$ cat src/rtl/hit_rate_counter.sv
// Per-channel MPPC hit counter. It counts synchronised discriminator hits between
// GATE toggles and hands each completed interval to readout over a valid/ack snapshot.
module hit_rate_counter #(
    parameter int CNT_W       = 24,
    parameter int SYNC_STAGES = 2
) (
    input  logic             CLK,
    input  logic             RST,
    input  logic             HIT,
    input  logic             GATE,
    input  logic             ENABLE,
    output logic [CNT_W-1:0] COUNT,
    output logic             VALID,
    input  logic             ACK,
    output logic             OVF,
    output logic             LOST
);

    localparam logic [CNT_W-1:0] ACC_MAX  = {CNT_W{1'b1}};
    localparam logic [CNT_W-1:0] ACC_ZERO = {CNT_W{1'b0}};
    localparam logic [CNT_W-1:0] ACC_ONE  = {{(CNT_W-1){1'b0}}, 1'b1};

    typedef enum logic [0:0] {
        WAIT_EDGE = 1'b0,
        RUN       = 1'b1
    } state_t;

    state_t                 state_r;
    state_t                 state_s;
    logic [SYNC_STAGES-1:0] sync_r;
    logic                   hit_prev_r;
    logic                   hit_evt_r;
    logic                   gate_q_r;
    logic                   primed_r;
    logic [CNT_W-1:0]       acc_r;
    logic [CNT_W-1:0]       acc_s;
    logic                   ovf_acc_r;
    logic                   ovf_acc_s;
    logic [CNT_W-1:0]       snap_s;
    logic                   snap_ovf_s;
    logic                   gate_evt_s;
    logic                   counted_s;
    logic                   load_s;
    logic                   ack_ok_s;

    // HIT synchroniser chain followed by a registered rising-edge detector
    always_ff @(posedge CLK or posedge RST) begin
        if (RST) begin
            sync_r     <= {SYNC_STAGES{1'b0}};
            hit_prev_r <= 1'b0;
            hit_evt_r  <= 1'b0;
        end else begin
            sync_r     <= {sync_r[SYNC_STAGES-2:0], HIT};
            hit_prev_r <= sync_r[SYNC_STAGES-1];
            hit_evt_r  <= sync_r[SYNC_STAGES-1] & ~hit_prev_r;
        end
    end

    // GATE history; primed masks the first cycle so a high GATE at release is not a boundary
    always_ff @(posedge CLK or posedge RST) begin
        if (RST) begin
            gate_q_r <= 1'b0;
            primed_r <= 1'b0;
        end else begin
            gate_q_r <= GATE;
            primed_r <= 1'b1;
        end
    end

    assign gate_evt_s = (GATE ^ gate_q_r) & primed_r;
    assign counted_s  = hit_evt_r & ENABLE & (state_r == RUN);
    assign ack_ok_s   = ACK & VALID;

    // Next-state, saturating accumulator and the snapshot value including a coincident hit
    always_comb begin
        state_s    = state_r;
        acc_s      = acc_r;
        ovf_acc_s  = ovf_acc_r;
        load_s     = 1'b0;
        if (counted_s && (acc_r != ACC_MAX)) begin
            snap_s = acc_r + ACC_ONE;
        end else begin
            snap_s = acc_r;
        end
        snap_ovf_s = ovf_acc_r | (snap_s == ACC_MAX);
        case (state_r)
            WAIT_EDGE: begin
                acc_s     = ACC_ZERO;
                ovf_acc_s = 1'b0;
                if (gate_evt_s) begin
                    state_s = RUN;
                end else begin
                    state_s = WAIT_EDGE;
                end
            end
            RUN: begin
                if (gate_evt_s) begin
                    load_s    = 1'b1;
                    acc_s     = ACC_ZERO;
                    ovf_acc_s = 1'b0;
                end else begin
                    acc_s     = snap_s;
                    ovf_acc_s = snap_ovf_s;
                end
            end
            default: begin
                state_s   = WAIT_EDGE;
                acc_s     = ACC_ZERO;
                ovf_acc_s = 1'b0;
            end
        endcase
    end

    // FSM state and interval accumulator
    always_ff @(posedge CLK or posedge RST) begin
        if (RST) begin
            state_r   <= WAIT_EDGE;
            acc_r     <= ACC_ZERO;
            ovf_acc_r <= 1'b0;
        end else begin
            state_r   <= state_s;
            acc_r     <= acc_s;
            ovf_acc_r <= ovf_acc_s;
        end
    end

    // Snapshot registers; an ACK in the boundary cycle consumes the old snapshot, so no loss
    always_ff @(posedge CLK or posedge RST) begin
        if (RST) begin
            COUNT <= ACC_ZERO;
            VALID <= 1'b0;
            OVF   <= 1'b0;
            LOST  <= 1'b0;
        end else if (load_s) begin
            COUNT <= snap_s;
            OVF   <= snap_ovf_s;
            VALID <= 1'b1;
            LOST  <= LOST | (VALID & ~ACK);
        end else if (ack_ok_s) begin
            VALID <= 1'b0;
            LOST  <= 1'b0;
        end
    end

endmodule

$ cat config.mk
export PLATFORM = sky130hd
export DESIGN_NAME = hit_rate_counter
export DESIGN_NICKNAME = d
export VERILOG_FILES = /design/src/rtl/hit_rate_counter.sv
export SDC_FILE = /design/constraint.sdc
export NUM_CORES = 1
export LEC_CHECK = 0
export CAP_MARGIN = 5
export CORE_AREA = 3 3 63 124
export DETAILED_ROUTE_END_ITERATION = 10
export DIE_AREA = 0 0 66 127
export PLACE_DENSITY_LB_ADDON = 0.15
export REMOVE_ABC_BUFFERS = 1
export SLEW_MARGIN = 10
export SYNTH_ARGS = -nofsm -noshare
export SYNTH_HDL_FRONTEND = slang
export SYNTH_SLANG_ARGS = --single-unit
$ cat constraint.sdc
create_clock -name CLK -period 3.13 [get_ports CLK]
set_input_delay 0.626 -clock CLK [delete_from_list [all_inputs] [get_ports CLK]]
set_output_delay 0.626 -clock CLK [all_outputs]
set_load 0.01 [all_outputs]
==> run summary <==
status: completed
Area Growth Syn to Fin: 27.73%
total power: 1.892 mW
post_cts resized: 0
WL per Instance: 16.39 um
Adder-Cell Fraction of Synth Area: 0.004545
Synth Cell Area: 2753 sq um
Antenna Nets Post-Route: 0
share of cells above drive strength 1: 0.1350
largest family of logic cells by synthesized area: simple AND/OR/NAND/NOR gates
top cells by area, synth: dfrtp_1 54%, nand2_1 5.5%, o21ai_0 5.5%
max-slew violations: 0
power per cell area: 538.0 nW/um^2
DRC: 0
final setup violation count: 0
Final Cell Area: 3516 sq um
routed wire length: 6819 um
CTS clk-pin slew, worst paths: 0.05 ns
Core ar.: 6940 sq um
Clock Sinks: 59
die width: 66 um
H-tree Lvls: 3
largest net degree at the start of global routing: 60
via count: 2201
num rows: 43
reg-to-reg slack, setup: 0.39 ns
post-synth top area share: 0.5364
hold_buf cts: 0
Die H: 127 um
Hold Crit Class: flop to flop
post-synthesis mux area share: 0.01455
register area share after synthesis: 0.5364
XOR/XNOR share of the synthesized area: 0.05409
Max transition margin: 0.5139
Synth Warn #: 0
Final HPWL DP: 5053 um
DRT Pass-1 Iters: 4
DIE AREA: 8382 sq um
fin util: 0.5066
worst-path fanout max: 7
Clk Tree Root Cell: clkbuf_16
Worst-Margin Slew: 0.7291 ns
Simple-Gate Fraction of Synth Area: 0.2391
worst slack at placement: 0.01038 ns
initial antenna violation count: 0
total grt overflow: 0
MaxCap Viol Count: 0
arrival time at the worst endpoint: 3.01 ns
post-synthesis compound-gate area fraction: 0.1145
syn avg cell area: 9.902 sq um
RePlAce Congestion: 0.8800
Clock Skew: 0.006455 ns
LEAKAGE: 1.469 nW
Fin Setup TNS: 0 ns
RSZ-0062 raised after global routing: no
placed insts: 401
final hold viol count: 0
vias per cell: 5.291
I/O Buffers: 32
post-CTS setup buffers: 0
fin nets: 329
fin worst setup slack: 0.3728 ns
CTS tree: done
Area after DPL: 3213 sq um
crit path kind: input pin to flop
number of global-route vias before repair: 2278
Worst VDD drop: 0.4415 mV
Required @ worst endpoint: 3.39 ns
hold_ws: 0.3493 ns
#FFs+latches synth: 59
final cell count without fillers: 416
Final Cycle Share: 0.8809
Total GRT Usage: 0.1824
Tmin final: 2.757 ns
TritonCTS buffer count: 9
post-synth top area cell: dfrtp_1
first-pass GRT wire length: 11210 um
fmax: 0.3627 GHz
Antenna diodes: 0
clock latency on the worst-skew pair: 0.33 ns
startpoint types: input pin
I/O pins: 33
Netlist cell types: 44
drt initial violations: 110
clk buf depth: 2
Initial Util: 0.3966
CP Capture Type: flop
Cells after Synth: 278
-- state kept, by name, summed over array words and instances (netlist names) --
register	cells
gate_q_r	1
sync_r	2
hit_evt_r	1
hit_prev_r	1
LOST	1
state_r	1
acc_r	24
COUNT	24
VALID	1
ovf_acc_r	1
primed_r	1
OVF	1
-- path summary, 6_finish.rpt --
| kind | from | endpoint | cells after the start |
|---|---|---|---|
| worst max-delay path | ENABLE | ovf_acc_r | 8 |
| max in group asynchronous | RST | COUNT[22] | 3 |
| worst max register to register | acc_r[8] | OVF | 7 |
| worst min register to register | sync_r[0] | sync_r[1] | 0 |
| min in group asynchronous | RST | COUNT[16] | 3 |
| worst min-delay path | sync_r[0] | sync_r[1] | 0 |
-- cells in the final DEF (no fill, tap or decap), types with 2 or more instances in the layout --
cell type / count
mux2i_1: 4
nor4_1: 2
buf_4: 11
and4_2: 3
clkinvlp_4: 2
and2_1: 4
nor2b_1: 2
nand3_1: 11
xor2_1: 8
o21ai_1: 2
or4_4: 2
inv_1: 5
nand2_1: 40
nor2_1: 31
nor3_1: 3
nand3b_1: 2
a211oi_1: 4
a2111oi_0: 2
clkdlybuf4s50_1: 32
clkbuf_8: 2
clkbuf_16: 9
a41o_2: 2
and3_1: 4
a31oi_1: 3
nand4_1: 10
dfrtp_1: 59
o21ai_0: 30
o31ai_1: 2
a21oi_1: 5
xnor2_1: 9
and3_2: 2
-- area by class of cell --
class	instances	area, sq um
Fill cell	647	3425
Sequential cell	59	1476
Multi-Input combinational cell	202	1179
Timing Repair Buffer	44	422.9
Clock buffer	11	252.7
Tap cell	90	112.6
Clock inverter	4	50.05
Inverter	6	22.52
-- cells in the mapped netlist, drive strengths merged --
library cell	number
a2111oi	2
a211oi	4
a21oi	5
a222oi	1
a31oi	3
a41o	2
and2	5
and3	6
and4	4
clkbuf	11
conb	1
dfrtp	59
ha	1
inv	6
mux2i	4
nand2	40
nand3	12
nand3b	2
nand4	10
nor2	31
nor2b	2
nor3	3
nor3b	1
nor4	3
nor4b	2
o21ai	32
o22ai	1
o31a	1
o31ai	2
or2	1
or4	4
xnor2	9
xor2	8
-- critical path: stages --
cell             delay (ns)
clkdlybuf4s50_1        0.47
nand3_1                0.21
or2_2                  0.41
a211oi_1               0.28
xnor2_1                0.18
a2111oi_0              0.57
nand3_1                0.14
o21ai_1                0.13
-- metal layers --
| metal | track usage | vias to the layer above | part of all wire |
|---|---|---|---|
| met1 | 0.1931 | 1062 | 0.37 |
| met4 | 0.1150 | 0 | 0.049 |
| met3 | 0.04046 | 23 | 0.026 |
| li1 | - | 1070 | - |
| met2 | 0.3166 | 46 | 0.56 |
| met5 | 0 | - | 0 |
-- kinds of logic (layout without fill, tap and decap cells) --
kind of cell | after synthesis | in the layout
AOI/OAI and AO/OA | 53 | 53
xor gates and xnor gates | 17 | 17
and+or+nand+nor | 126 | 126
other | 1 | 1
adders and majority gates | 1 | 1
DFF | 59 | 59
muxes | 4 | 4
buffers and inverters | 17 | 65
-- where the power goes --
group	internal [mW]	switching, mW
Clock	0.652	0.330
Combinational	0.0464	0.0648
Sequential	0.784	0.0150
Total	1.48	0.410
(Power assumes the default switching activity.)
